File: src/rtl/gcd_control_pkg.sv
// Shared definitions for the GCD controller: state encoding, control-word
// layout, default sizing and the Moore output decode.
package gcd_control_pkg;

  localparam int unsigned ITER_W_DEF   = 16;
  localparam int unsigned MAX_ITER_DEF = 32'h0000_FFFF;

  typedef enum logic [2:0] {
    S_IDLE  = 3'd0,
    S_LOAD  = 3'd1,
    S_TEST  = 3'd2,
    S_UPDX  = 3'd3,
    S_UPDY  = 3'd4,
    S_STORE = 3'd5,
    S_DONE  = 3'd6,
    S_ERR   = 3'd7
  } state_t;

  typedef struct packed {
    logic xmsel;
    logic ymsel;
    logic xld;
    logic yld;
    logic gld;
    logic busy;
    logic done;
    logic err;
  } ctl_t;

  // Output word for a given state; mux selects stay on the subtract path
  // everywhere except LOAD.
  function automatic ctl_t decode(input state_t s);
    ctl_t c;
    c = '0;
    case (s)
      S_LOAD: begin
        c.xmsel = 1'b1;
        c.ymsel = 1'b1;
        c.xld   = 1'b1;
        c.yld   = 1'b1;
        c.busy  = 1'b1;
      end
      S_TEST:  c.busy = 1'b1;
      S_UPDX: begin
        c.xld  = 1'b1;
        c.busy = 1'b1;
      end
      S_UPDY: begin
        c.yld  = 1'b1;
        c.busy = 1'b1;
      end
      S_STORE: begin
        c.gld  = 1'b1;
        c.busy = 1'b1;
      end
      S_DONE:  c.done = 1'b1;
      S_ERR:   c.err  = 1'b1;
      default: c = '0;
    endcase
    return c;
  endfunction

endpackage

File: src/rtl/gcd_control_iter_counter.sv
// Iteration counter for the GCD controller: synchronous zero on run start,
// increment per update step, and a compare flag against the step limit.
module gcd_control_iter_counter
  import gcd_control_pkg::*;
#(
  parameter int unsigned ITER_W   = ITER_W_DEF,
  parameter int unsigned MAX_ITER = MAX_ITER_DEF
) (
  input  logic              clk,
  input  logic              rst,
  input  logic              zero,
  input  logic              inc,
  output logic [ITER_W-1:0] cnt,
  output logic              at_max
);

  localparam logic [ITER_W-1:0] MAX_C = ITER_W'(MAX_ITER);

  // Count update steps; zero has priority so a restart always begins at 0.
  always_ff @(posedge clk or posedge rst) begin
    if (rst) begin
      cnt <= '0;
    end else if (zero) begin
      cnt <= '0;
    end else if (inc) begin
      cnt <= cnt + 1'b1;
    end
  end

  // Timeout flag, evaluated in TEST before the next step is taken.
  always_comb begin
    at_max = (cnt == MAX_C);
  end

endmodule

File: src/rtl/gcd_control.sv
// Moore FSM controller for a subtractive-Euclid GCD datapath with a
// go/busy/done/err handshake and an iteration-limit timeout.
module gcd_control
  import gcd_control_pkg::*;
#(
  parameter int unsigned ITER_W   = ITER_W_DEF,
  parameter int unsigned MAX_ITER = MAX_ITER_DEF
) (
  input  logic              clk,
  input  logic              clr,
  input  logic              go,
  input  logic              eqflg,
  input  logic              ltflg,
  output logic              xmsel,
  output logic              ymsel,
  output logic              xld,
  output logic              yld,
  output logic              gld,
  output logic              busy,
  output logic              done,
  output logic              err,
  output logic [ITER_W-1:0] iter_cnt
);

  state_t state;
  state_t nxt;
  ctl_t   ctl;
  logic   go_q;
  logic   start;
  logic   accept;
  logic   at_max;
  logic   step;

  always_comb begin
    start  = go & ~go_q;
    accept = start & ((state == S_IDLE) | (state == S_ERR));
    step   = (state == S_UPDX) | (state == S_UPDY);
  end

  // Next-state selection; eqflg is checked before the timeout so a run that
  // converges on the final allowed step still completes.
  always_comb begin
    nxt = state;
    case (state)
      S_IDLE:  if (accept) nxt = S_LOAD;
      S_LOAD:  nxt = S_TEST;
      S_TEST: begin
        if (eqflg)       nxt = S_STORE;
        else if (at_max) nxt = S_ERR;
        else if (ltflg)  nxt = S_UPDY;
        else             nxt = S_UPDX;
      end
      S_UPDX:  nxt = S_TEST;
      S_UPDY:  nxt = S_TEST;
      S_STORE: nxt = S_DONE;
      S_DONE:  nxt = S_IDLE;
      S_ERR:   if (accept) nxt = S_LOAD;
      default: nxt = S_IDLE;
    endcase
  end

  // State, go edge history and registered Moore outputs; outputs are decoded
  // from the next state so they line up with the state register.
  always_ff @(posedge clk or posedge clr) begin
    if (clr) begin
      state <= S_IDLE;
      go_q  <= 1'b0;
      ctl   <= '0;
    end else begin
      state <= nxt;
      go_q  <= go;
      ctl   <= decode(nxt);
    end
  end

  gcd_control_iter_counter #(
    .ITER_W   (ITER_W),
    .MAX_ITER (MAX_ITER)
  ) u_iter (
    .clk    (clk),
    .rst    (clr),
    .zero   (accept),
    .inc    (step),
    .cnt    (iter_cnt),
    .at_max (at_max)
  );

  always_comb begin
    xmsel = ctl.xmsel;
    ymsel = ctl.ymsel;
    xld   = ctl.xld;
    yld   = ctl.yld;
    gld   = ctl.gld;
    busy  = ctl.busy;
    done  = ctl.done;
    err   = ctl.err;
  end

endmodule
File: config.mk
export PLATFORM = sky130hd
export DESIGN_NAME = gcd_control
export DESIGN_NICKNAME = d
export VERILOG_FILES = /design/src/rtl/gcd_control_pkg.sv /design/src/rtl/gcd_control_iter_counter.sv /design/src/rtl/gcd_control.sv
export SDC_FILE = /design/constraint.sdc
export NUM_CORES = 1
export LEC_CHECK = 0
export ABC_AREA = 0
export CAP_MARGIN = 25
export CORE_MARGIN = 10
export CORE_UTILIZATION = 39
export DETAILED_ROUTE_END_ITERATION = 12
export GPL_TIMING_DRIVEN = 0
export SYNTH_ARGS = -nofsm -noshare
export SYNTH_HDL_FRONTEND = slang
export SYNTH_HIERARCHICAL = 1
export SYNTH_SLANG_ARGS = --single-unit
File: constraint.sdc
create_clock -name clk -period 2.8 [get_ports clk]
set_input_delay 0.56 -clock clk [delete_from_list [all_inputs] [get_ports clk]]
set_output_delay 0.56 -clock clk [all_outputs]
set_load 0.02 [all_outputs]
# Word-level counts from Yosys, hierarchy flattened
# Cells that the tools add are included.
[totals]
reg_bits = 28
[classes]
n_reduce_logical = 7
n_eq_ne = 15
n_bitwise = 5
n_mux = 14
addsub = 1
[ops]
columns = ["op", "count"]
rows = [
  ["16-bit 2-to-1 mux", 2],
  ["3-bit equality test, second input constant", 8],
  ["16-bit by 1-bit adder with 16-bit output, second input constant", 1],
  ["16-bit equality test, second input constant", 1],
  ["3-bit one-hot mux with 5 select lines", 1],
  ["3-bit by 2-bit equality test with 1-bit output, second input constant", 4],
  ["3-bit 2-to-1 mux", 4],
  ["3-bit by 1-bit equality test with 1-bit output, second input constant", 2],
  ["1-bit 2-to-1 mux", 6],
  ["2-bit OR reduction", 3],
  ["5-bit OR reduction", 1],
  ["3-bit logical NOT", 1],
  ["3-bit OR reduction", 1],
  ["1-bit AND", 2],
  ["2-bit 2-to-1 mux", 1],
  ["1-bit bitwise OR", 2],
  ["2-bit nonzero test", 1],
  ["1-bit inverter", 1],
]

# Logic depth before layout (Yosys ltp)
[logic_depth]
depth_word = 8
mapped_depth = 10
mapped_depth_nobuf = 8

# Modules after synthesis
# Netlist, hierarchy kept.
[modules_own_cells]
columns = ["module", "instances", "cells_each", "area_each_um2"]
rows = [
  ["gcd_control_iter_counter", 1, 86, 892.1],
  ["gcd_control", 1, 53, 544.3],
]

# Worst setup path after synthesis
# OpenSTA, ideal clock, no wires.
[synth_path]
path_type = "register to register"
startpoint = "register u_iter.cnt[9]"
endpoint = "register ctl (netlist bit err)"
arrival_time_ns = 2.073
slack_ns = 0.660
path_buffers = 0
path_stages_with_launch = 9
period_less_slack_ns = 2.140
setup_ns = 0.067
required_time_ns = 2.733
path_cell_list = "dfrtp_1 > nand3_1 > nor2_1 > nand2_1 > nor4_1 > inv_1 > a2111oi_4 > a221o_1 > and3_1"
[synth_via]
elab_chain_len = 6
[synth_rtl]
columns = ["item", "line_no", "rtl"]
rows = [
  ["start, declared", "gcd_control_iter_counter.sv:13", "output logic [ITER_W-1:0] cnt,"],
  ["start signal, assigned", "gcd_control_iter_counter.sv:26", "cnt <= cnt + 1'b1;"],
  ["16-bit equality test", "gcd_control_iter_counter.sv:32", "at_max = (cnt == MAX_C);"],
  ["named net at_max", "gcd_control.sv:31", "logic at_max;"],
  ["3-bit 2-to-1 mux", "gcd_control.sv:49", "else if (at_max) nxt = S_ERR;"],
  ["3-bit 2-to-1 mux", "gcd_control.sv:48", "if (eqflg) nxt = S_STORE;"],
  ["3-bit one-hot mux with 5 select lines", "gcd_control.sv:44", "case (state)"],
  ["named net nxt[1]", "gcd_control.sv:26", "state_t nxt;"],
  ["3-bit equality test", "gcd_control_pkg.sv:35", "case (s)"],
  ["1-bit 2-to-1 mux", "gcd_control_pkg.sv:35", ""],
  ["end signal, assigned", "gcd_control.sv:72", "ctl <= decode(nxt);"],
  ["end, declared", "gcd_control.sv:27", "ctl_t ctl;"],
]
# The timed path passes the listed nets, and every way through them passes these cells.
# A chain may end at the register's enable or synchronous reset.

# Worst setup path after layout
[layout_path]
startpoint = "input port go"
endpoint = "register u_iter.cnt[15]"
[layout_via]
elab_chain_len = 3
word_cells_on_any_way = 4
classes_between = "mux: 1; bitwise: 2; reduce/logical: 1"
[layout_rtl]
columns = ["item", "line_no", "rtl"]
rows = [
  ["start, declared", "gcd_control.sv:11", "input logic go,"],
  ["1-bit AND (*)", "gcd_control.sv:35", "start = go & ~go_q;"],
  ["1-bit AND (*)", "gcd_control.sv:36", "accept = start & ((state == S_IDLE) | (state == S_ERR));"],
  ["named net accept", "gcd_control.sv:30", "logic accept;"],
  ["16-bit 2-to-1 mux or 2-bit nonzero test (tied branches)", "-", ""],
]
# Mark *: on every way through the listed nets, which the timed path passes. The rest lies on a longest branch.

==> results.cfg <==
[placement]
place_area_um2 = 1770
dpl.hpwl_um = 2400
portBuffers = 28
place_congestion = 0.833

[global_route]
grt_max_degree = 17
grt_pass1_vias = 1160
grt_pass1_wl_um = 5370
antenna_found_initial = 0
gr-total-overflow = 0
grtUsageTotal_pct = 10.3

[critical_path]
r2r_slack_ns = 0.46
criticalPathCategory = in -> reg
arrival_ns = 2.61
reg2regPathDepth = 8
worstReg2RegEnd = err
cp-startpoint = go
startpoint_type = primary input
cp.required_ns = 2.96
rr_startpoint = u_iter/cnt[9]
cp_max_fo = 9
cp-end-kind = flip-flop

[min_path]
hold_start = state[1]
min_path_cells = 2
holdPathEnd = done
holdCritPathClass = reg -> reg

[clock_tree]
numCtsBuffers = 3
cts_tree = yes
root_buffer = clkbuf_8
cts_max_path_buffers = 2
cts_setup_buffers = 0
htreeDepth = 1
clock-sinks = 27
ctsHoldBuffers = 0
cts.reportedPaths.clkPinSlew_ns = 0.09
cts_resized = 0
clk-insertion-delay-late_ns = 0.27

[synthesis]
ys.flop_type = dfrtp_1
synth_area_um2 = 1440
yosysSeqAreaShare_pct = 47.0
syn_inst = 139
yosysUniqueCellTypes = 41
synth_top_area_share_pct = 47.0
synth.ff_latch_count = 27
synth_common_cells = dfrtp_1, nand2_1, nor2_1
syn-num-nets = 145
synth_area_leaders = dfrtp_1, xnor2_1, nand2_1
yosysMostFrequentCell = dfrtp_1
yosys_warnings = 6
syn_area_per_cell_um2 = 10.3
yosysTopAreaCell = dfrtp_1
async_reset_ff_share_pct = 100
synth-edff-count = 0

[timing]
finClkSkew_ns = 0.00601
tns_ns = 0
period_needed_ns = 2.45
finalMaxSlewViolations = 0
setup_viol = 0
fin_crit_sh_pct = 87.4
hold_viol = 0
holdWs_ns = 0.560
max_freq_mhz = 408
relSlewSlack_pct = 57.5
rsz0062_at_grt = no
worst_pin_slew_ns = 0.636

[cells_and_area]
stdcell_area_um2 = 1820
post-route-util_pct = 52.9
antenna_cells = 0
fin_nets = 178
area_delta_synth_final_pct = 26.7
drive_gt1_share_pct = 15.2

[routing]
routedWlPerCell_um = 14.2
wirelength_um = 3080
drt_iter0_markers = 63
ant_nets = 0
drcViolationCount = 0
via_count = 1093
dr.pass1.iters = 4
via_per_inst = 5.04

[power_and_ir_drop]
ir_drop_mv = 0.347
p_leak_nw = 0.740
total_power_mw = 1.36
power_density_nw_per_um2 = 749

[floorplan]
die-area_um2 = 6510
coreArea_um2 = 3440
fp.dieW_um = 80.7
start_util_pct = 41.7
ios = 29
row_count = 21
die_h_um = 80.7

[flow_run]
maxCapViolCount = 0

[outcome]
status = finished clean
per-stage QoR:
step / setup WS [ns] / std cells
2_1_floorplan: 0.660 / 139
3_3_place_gp: 0.0862 / 213
3_5_place_dp: 0.0610 / 213
4_1_cts: 0.349 / 217
5_1_grt: 0.179 / 217
6_report: 0.352 / 217
state kept, by name, indices dropped and copies added (netlist names):
signal	flops
done	1
xld	1
u_iter/cnt	16
gld	1
yld	1
state	3
xmsel	1
go_q	1
busy	1
err	1
area by class of cell:
cell class / count / area (um^2)
fill: 317 / 1620
multi-input combinational: 99 / 687
sequential: 27 / 676
timing repair buffer: 28 / 280
tap: 46 / 57.6
buffer: 7 / 51.3
clock buffer: 3 / 41.3
inverter: 6 / 22.5
clock inverter: 1 / 5.00
cell usage in the layout, fill, tap and decap left out, drive strengths merged, types with 2 or more instances in the layout:
cell,synthesis,layout
clkdlybuf4s50,0,28
or3,2,2
nor3b,2,2
nor4,5,5
dfrtp,27,27
nand4,3,3
buf,7,7
nand2,18,18
nor3,5,5
inv,6,6
o211ai,2,2
nor2,17,17
and3,2,2
xnor2,8,8
o21ai,7,7
a21o,2,2
xor2,3,3
a21oi,3,3
nor2b,3,3
clkbuf,0,3
a21boi,2,2
nand3,8,8
where the power goes:
| part | internal (mW) | switching, mW | total, mW |
|---|---|---|---|
| clock network | 0.0998 | 0.121 | 0.221 |
| logic | 0.261 | 0.336 | 0.596 |
| registers | 0.470 | 0.0766 | 0.547 |
| total | 0.830 | 0.534 | 1.36 |
per-layer routing:
layer	share of wire, %	vias to the layer above	routed length, um	GRT usage [%]
met4	1.7	0	52	5.19
met1	40	529	1220	10.8
li1	-	543	-	-
met5	0	-	0	0
met3	5.2	4	161	2.23
met2	53	17	1650	18.9
kinds of logic after synthesis:
kind of cell / synth area share, %
fa+ha+maj: 0.871
flops: 47.0
simple gates: 27.1
buf+inv: 5.14
xor+xnor: 6.71
compound gates: 11.4
mux: 1.74
worst max-delay path, stage by stage:
cell	delay, ns
clkdlybuf4s50_1	0.51
nor2b_1	0.27
a21boi_0	0.21
buf_2	0.25
o2111ai_4	0.19
nor3_4	0.19
nand3_2	0.11
mux2_4	0.30
worst max path at each step:
stage | slack, ns | depth (start not counted) | end
floorplan | 0.66 | 8 | err
global placement | 0.09 | 8 | u_iter/cnt[15]
detailed placement | 0.06 | 8 | u_iter/cnt[15]
CTS | 0.35 | 8 | u_iter/cnt[15]
global route | 0.18 | 8 | u_iter/cnt[15]
finish | 0.35 | 8 | u_iter/cnt[15]
Power figures use the tool's default switching activity.
